--- config.mk ---
export PLATFORM = sky130hd
export DESIGN_NAME = ula_seq_param
export DESIGN_NICKNAME = d
export VERILOG_FILES = /design/src/rtl/ula_pkg.sv /design/src/rtl/ula_iter_muldiv.sv /design/src/rtl/ula_seq_param.sv
export SDC_FILE = /design/constraint.sdc
export NUM_CORES = 1
export LEC_CHECK = 0
export ABC_AREA = 1
export BUFFER_PORTS_ARGS = -buffer_cell sky130_fd_sc_hd__buf_2
export CAP_MARGIN = 0
export CORE_MARGIN = 8
export CORE_UTILIZATION = 40
export DETAILED_ROUTE_END_ITERATION = 12
export SLEW_MARGIN = 20
export SYNTH_ARGS = -nofsm -noshare
export SYNTH_HDL_FRONTEND = slang
export SYNTH_SLANG_ARGS = --single-unit
export TNS_END_PERCENT = 5
--- constraint.sdc ---
create_clock -name clk -period 5.7 [get_ports clk]
set_input_delay 0.57 -clock clk [delete_from_list [all_inputs] [get_ports clk]]
set_output_delay 0.57 -clock clk [all_outputs]
set_load 0.005 [all_outputs]
--- src/rtl/ula_pkg.sv ---
// Shared types and constants for the sequential ALU: opcode and state
// encodings plus bit positions inside the packed status-flag vector.
package ula_pkg;

  typedef enum logic [2:0] {
    OP_ADD = 3'b000,
    OP_SUB = 3'b001,
    OP_MUL = 3'b010,
    OP_DIV = 3'b011,
    OP_AND = 3'b100,
    OP_OR  = 3'b101,
    OP_XOR = 3'b110,
    OP_NOT = 3'b111
  } op_e;

  typedef enum logic {
    ST_IDLE = 1'b0,
    ST_CALC = 1'b1
  } state_e;

  localparam int FLAG_ZERO  = 0;
  localparam int FLAG_CARRY = 1;
  localparam int FLAG_OVF   = 2;
  localparam int FLAG_NEG   = 3;
  localparam int FLAG_DIV0  = 4;
  localparam int FLAG_W     = 5;

endpackage

--- src/rtl/ula_iter_muldiv.sv ---
// Iterative datapath: unsigned shift-add multiply or restoring divide,
// one step per clock; lo/hi show the values the current step produces.
module ula_iter_muldiv #(
  parameter int WIDTH = 8,
  parameter int CNT_W = $clog2(WIDTH+1)
) (
  input  logic             clk,
  input  logic             rst,
  input  logic             load,
  input  logic             mode,
  input  logic [WIDTH-1:0] a,
  input  logic [WIDTH-1:0] b,
  output logic [WIDTH-1:0] lo,
  output logic [WIDTH-1:0] hi,
  output logic             last
);

  logic [WIDTH-1:0] r_lo;
  logic [WIDTH-1:0] r_hi;
  logic [WIDTH-1:0] r_opnd;
  logic             r_mode;
  logic [CNT_W-1:0] r_cnt;

  logic [WIDTH-1:0] w_addend;
  logic [WIDTH:0]   w_add;
  logic [WIDTH:0]   w_rem_sh;
  logic [WIDTH:0]   w_trial;

  // Multiply keeps {hi,lo} as the partial product with the multiplier in lo;
  // divide keeps the remainder in hi and shifts the dividend out of lo.
  always_comb begin
    w_addend = r_lo[0] ? r_opnd : '0;
    w_add    = {1'b0, r_hi} + {1'b0, w_addend};
    w_rem_sh = {r_hi, r_lo[WIDTH-1]};
    w_trial  = w_rem_sh - {1'b0, r_opnd};
    lo       = r_lo;
    hi       = r_hi;
    if (!r_mode) begin
      lo = {w_add[0], r_lo[WIDTH-1:1]};
      hi = w_add[WIDTH:1];
    end else if (!w_trial[WIDTH]) begin
      lo = {r_lo[WIDTH-2:0], 1'b1};
      hi = w_trial[WIDTH-1:0];
    end else begin
      lo = {r_lo[WIDTH-2:0], 1'b0};
      hi = w_rem_sh[WIDTH-1:0];
    end
  end

  assign last = (r_cnt == CNT_W'(1));

  always_ff @(posedge clk or posedge rst) begin
    if (rst) begin
      r_lo   <= '0;
      r_hi   <= '0;
      r_opnd <= '0;
      r_mode <= 1'b0;
      r_cnt  <= '0;
    end else if (load) begin
      r_lo   <= mode ? a : b;
      r_hi   <= '0;
      r_opnd <= mode ? b : a;
      r_mode <= mode;
      r_cnt  <= CNT_W'(WIDTH);
    end else if (r_cnt != '0) begin
      r_lo  <= lo;
      r_hi  <= hi;
      r_cnt <= r_cnt - CNT_W'(1);
    end
  end

endmodule

--- src/rtl/ula_seq_param.sv ---
// Sequential ALU top: start/busy/done handshake, single-cycle arithmetic and
// logic ops, and sequencing of the iterative multiply/divide unit.
module ula_seq_param
  import ula_pkg::*;
#(
  parameter int WIDTH = 8,
  parameter int CNT_W = $clog2(WIDTH+1)
) (
  input  logic             clk,
  input  logic             rst,
  input  logic             start,
  input  logic [WIDTH-1:0] a,
  input  logic [WIDTH-1:0] b,
  input  logic [2:0]       sel_op,
  output logic             busy,
  output logic             done,
  output logic [WIDTH-1:0] resultado_ula,
  output logic [WIDTH-1:0] resultado_alto,
  output logic             flag_zero,
  output logic             flag_carry,
  output logic             flag_ovf,
  output logic             flag_neg,
  output logic             flag_div0
);

  localparam int MSB = WIDTH - 1;

  state_e r_state;
  state_e w_state_nxt;
  op_e    r_op;
  op_e    w_op;

  logic [WIDTH-1:0]  r_res;
  logic [WIDTH-1:0]  r_alto;
  logic [FLAG_W-1:0] r_flags;
  logic              r_done;

  logic              w_multi;
  logic              w_load;
  logic [WIDTH:0]    w_sum;
  logic [WIDTH:0]    w_diff;
  logic [WIDTH-1:0]  w_res;
  logic [WIDTH-1:0]  w_alto;
  logic [FLAG_W-1:0] w_flags;
  logic [FLAG_W-1:0] w_calc_flags;
  logic [WIDTH-1:0]  w_lo;
  logic [WIDTH-1:0]  w_hi;
  logic              w_last;

  assign w_op    = op_e'(sel_op);
  assign w_multi = (w_op == OP_MUL) || ((w_op == OP_DIV) && (b != '0));
  assign w_sum   = {1'b0, a} + {1'b0, b};
  assign w_diff  = {1'b0, a} - {1'b0, b};

  ula_iter_muldiv #(
    .WIDTH(WIDTH),
    .CNT_W(CNT_W)
  ) u_iter (
    .clk (clk),
    .rst (rst),
    .load(w_load),
    .mode(w_op == OP_DIV),
    .a   (a),
    .b   (b),
    .lo  (w_lo),
    .hi  (w_hi),
    .last(w_last)
  );

  // Divide by zero lands here too: it completes in one cycle with a saturated quotient.
  always_comb begin
    w_res   = '0;
    w_alto  = '0;
    w_flags = '0;
    case (w_op)
      OP_ADD: begin
        w_res               = w_sum[WIDTH-1:0];
        w_flags[FLAG_CARRY] = w_sum[WIDTH];
        w_flags[FLAG_OVF]   = (a[MSB] == b[MSB]) && (w_sum[MSB] != a[MSB]);
      end
      OP_SUB: begin
        w_res               = w_diff[WIDTH-1:0];
        w_flags[FLAG_CARRY] = w_diff[WIDTH];
        w_flags[FLAG_OVF]   = (a[MSB] != b[MSB]) && (w_diff[MSB] != a[MSB]);
      end
      OP_DIV: begin
        w_res              = '1;
        w_alto             = a;
        w_flags[FLAG_DIV0] = 1'b1;
      end
      OP_AND:  w_res = a & b;
      OP_OR:   w_res = a | b;
      OP_XOR:  w_res = a ^ b;
      OP_NOT:  w_res = ~a;
      default: w_res = '0;
    endcase
    w_flags[FLAG_ZERO] = (w_res == '0);
    w_flags[FLAG_NEG]  = w_res[MSB];
  end

  always_comb begin
    w_calc_flags            = '0;
    w_calc_flags[FLAG_ZERO] = (w_lo == '0);
    w_calc_flags[FLAG_NEG]  = w_lo[MSB];
    w_calc_flags[FLAG_OVF]  = (r_op == OP_MUL) && (w_hi != '0);
  end

  always_ff @(posedge clk or posedge rst) begin
    if (rst) r_state <= ST_IDLE;
    else     r_state <= w_state_nxt;
  end

  always_comb begin
    w_state_nxt = r_state;
    w_load      = 1'b0;
    case (r_state)
      ST_IDLE: begin
        if (start && w_multi) begin
          w_state_nxt = ST_CALC;
          w_load      = 1'b1;
        end
      end
      ST_CALC: begin
        if (w_last) w_state_nxt = ST_IDLE;
      end
      default: w_state_nxt = ST_IDLE;
    endcase
  end

  always_ff @(posedge clk or posedge rst) begin
    if (rst) begin
      r_op    <= OP_ADD;
      r_res   <= '0;
      r_alto  <= '0;
      r_flags <= '0;
      r_done  <= 1'b0;
    end else begin
      r_done <= 1'b0;
      if ((r_state == ST_IDLE) && start) begin
        r_op <= w_op;
        if (!w_multi) begin
          r_res   <= w_res;
          r_alto  <= w_alto;
          r_flags <= w_flags;
          r_done  <= 1'b1;
        end
      end else if ((r_state == ST_CALC) && w_last) begin
        r_res   <= w_lo;
        r_alto  <= w_hi;
        r_flags <= w_calc_flags;
        r_done  <= 1'b1;
      end
    end
  end

  assign busy           = (r_state == ST_CALC);
  assign done           = r_done;
  assign resultado_ula  = r_res;
  assign resultado_alto = r_alto;
  assign flag_zero      = r_flags[FLAG_ZERO];
  assign flag_carry     = r_flags[FLAG_CARRY];
  assign flag_ovf       = r_flags[FLAG_OVF];
  assign flag_neg       = r_flags[FLAG_NEG];
  assign flag_div0      = r_flags[FLAG_DIV0];

endmodule

==> flow_summary.json <==
{
  "ys_seq_elements": 54,
  "synthArstFlopShare": 1.00,
  "cts.sinks": 54,
  "synth_top_family_by_area": "simple AND/OR/NAND/NOR gates",
  "place_congestion": 0.994,
  "post-route-util": 0.438,
  "clk_latency_ns": 0.29,
  "num_vias": 5057,
  "finalCriticalPeriod_ns": 2.71,
  "synthToLayoutAreaGrowth_pct": 8.77,
  "irDropWorstVdd_mv": 0.194,
  "maxSlewViolCount": 0,
  "yosys_most_used_dff": "dfrtp_1",
  "yosysSeqAreaShare": 0.271,
  "post_cts_buffers": 0,
  "fin_setup_tns_ns": 0,
  "endpoint_kind": "flop",
  "drtPass1Iterations": 6,
  "worstPathArrival_ns": 2.89,
  "power_leakage_nw": 2.85,
  "outcome": "finished clean",
  "antenna_cells": 0,
  "synth_edf_count": 0,
  "worst-path-max-fanout": 9,
  "ctsHoldBuffers": 0,
  "vias_per_cell": 5.42,
  "cp_data_required_time_ns": 5.88,
  "synthCells": 733,
  "dp_hpwl_um": 12400,
  "port_buffers": 44,
  "ctsResizeCount": 0,
  "drc": 0,
  "die_y_um": 128,
  "grt_pass1_vias": 4953,
  "die_x_um": 128,
  "hold_viol": 0,
  "r2r_cells": 17,
  "drt_iter0_drc": 423,
  "drive_gt1_frac": 0.110,
  "grt-ovfl-total": 0,
  "row_count": 41,
  "synth_nets": 802,
  "synth.avg_cell_area_um2": 6.81,
  "fin_crit_sh": 0.476,
  "wire_per_inst_um": 17.2,
  "cts_root_buf": "clkbuf_16",
  "synth.top_cells.by_area": "dfrtp_1 27%, nand2_1 14%, ha_1 11%",
  "maxSlewHeadroom": 0.302,
  "fillCellCount": 1314,
  "ant_nets": 0,
  "yosys_warnings": 0,
  "grt_use_total": 0.202,
  "worstMarginPinSlew_ns": 1.05,
  "reg2reg_setup_slack_ns": 2.99,
  "yosysTopAreaCellShare": 0.271,
  "max_freq_ghz": 0.369,
  "crit_type": "flop to flop",
  "antenna_found_initial": 0,
  "final_cell_area_um2": 5430,
  "hp-class": "input port to asynchronous set/reset pin",
  "cts_tree": "yes",
  "cts_made_buffers": 5,
  "final-setup-viol-count": 0,
  "r2r-start": "u_iter.r_lo[0]",
  "cp-start-kind": "flop",
  "timing.hold.ws_ns": 0.474,
  "grt_max_degree": 55,
  "io_pins": 45,
  "powerDensity_nw_per_um2": 535,
  "dieArea_um2": 16300,
  "rsz0062_at_grt": "no",
  "grt_pass1_wl_um": 26300,
  "synthXorXnorAreaFrac": 0.00877,
  "yosysMostFrequentCell": "nand2_1",
  "syn_area_um2": 4990,
  "synthTopCellsByCount": "188 x nand2_1, 107 x inv_1, 69 x o21ai_0",
  "clk_pin_slew_worst_paths_ns": 0.08,
  "synth.area.mux_share": 0,
  "initial_core_util": 0.402,
  "yosys.area_share.simple": 0.296,
  "synth_cell_types": 47,
  "synth-compound-area-share": 0.182,
  "synthAdderAreaFrac": 0.124,
  "htree_levels": 2,
  "clock_path_buffers": 2,
  "yosys.area.top_type": "dfrtp_1",
  "coreArea_um2": 12400,
  "r2r-end": "r_flags[2]",
  "clock_skew_ns": 0.0102,
  "place_area_um2": 5280,
  "routed_wl_um": 16100,
  "max-cap-violations": 0,
  "nNetsFinal": 829,
  "fin_total_pwr_mw": 2.91
}
==> power by group <==
group          total (mW)  switching, mW  internal [mW]
combinational        1.85           1.19          0.665
clock               0.316          0.141          0.175
sequential          0.740          0.166          0.575
==> per-layer routing <==
| layer | up-vias | share of wire | GRT usage | routed length (µm) |
|---|---|---|---|---|
| li1 | 2449 | - | - | - |
| met1 | 2391 | 0.44 | 0.261 | 7140 |
| met2 | 187 | 0.48 | 0.347 | 7740 |
| met3 | 30 | 0.050 | 0.0212 | 810 |
| met4 | 0 | 0.025 | 0.0615 | 404 |
| met5 | - | 0 | 0 | 0 |
==> worst max-delay path, cell delays in order, from the launching register on <==
cell and delay (ns):
dfrtp_1 0.56, nand2_1 0.10, inv_1 0.07, ha_1 0.16
inv_1 0.06, fa_1 0.41, inv_1 0.08, nand3_1 0.09
nand2_1 0.16, nand2_1 0.09, o211ai_1 0.16, nand3_1 0.12
nand2_1 0.14, nand2_1 0.06, nor2_1 0.14, nand2_1 0.08
nand2_1 0.05, nand2_1 0.05
==> layout make-up <==
| type | instances | area (µm²) | share of cell area |
|---|---|---|---|
| Clock buffer | 7 | 143 | 0.0263 |
| Clock inverter | 1 | 5.00 | 0.000921 |
| Inverter | 114 | 430 | 0.0792 |
| Multi-Input combinational cell | 539 | 3050 | 0.562 |
| Sequential cell | 54 | 1350 | 0.249 |
| Tap cell | 172 | 215 | 0.0396 |
| Timing Repair Buffer | 46 | 235 | 0.0433 |
==> cells by family after synthesis <==
group           after synthesis
simple gates                331
compound gates              156
buf+inv                     140
flops                        54
fa+ha+maj                    47
xor+xnor                      5
==> registers in the layout, summed over array words and instances, names as in the netlist <==
name / count
resultado_alto: 8
u_iter.r_hi: 8
u_iter.r_lo: 8
u_iter.r_opnd: 8
resultado_ula: 7
r_flags: 5
u_iter.r_cnt: 4
r_op: 3
busy: 1
done: 1
u_iter.r_mode: 1
==> cell usage in the layout (no fill, tap or decap), drive strengths merged, types with 4 or more instances in the layout <==
cell type	Yosys	layout
ha	43	43
buf	17	46
o22ai	12	12
inv	113	113
nor3	4	4
nor2	47	47
o22a	4	4
a21oi	38	38
o211ai	16	16
nand3	65	65
dfrtp	54	54
nand2	199	199
nand4	10	10
clkbuf	9	7
o21ai	74	74
fa	4	4
==> worst max-delay path by stage <==
stage | slack, ns | to | from | cells after the start
2_1_floorplan | 3.43 | r_flags[2] | u_iter.r_lo[0] | 18
3_5_place_dp | 2.72 | resultado_alto[6] | sel_op[1] | 12
3_3_place_gp | 2.66 | resultado_alto[6] | sel_op[1] | 12
5_1_grt | 2.74 | r_flags[2] | u_iter.r_lo[0] | 17
6_report | 2.99 | r_flags[2] | u_iter.r_lo[0] | 17
4_1_cts | 3.01 | resultado_alto[6] | sel_op[1] | 12
==> per-stage QoR <==
stage | worst slack (ns) | cells
after floorplan | 3.43 | 733
after global placement | 2.66 | 925
after detailed placement | 2.72 | 925
after CTS | 3.01 | 933
after global routing | 2.74 | 933
final | 2.99 | 933
Note: power is estimated with default switching activity, not from simulation.
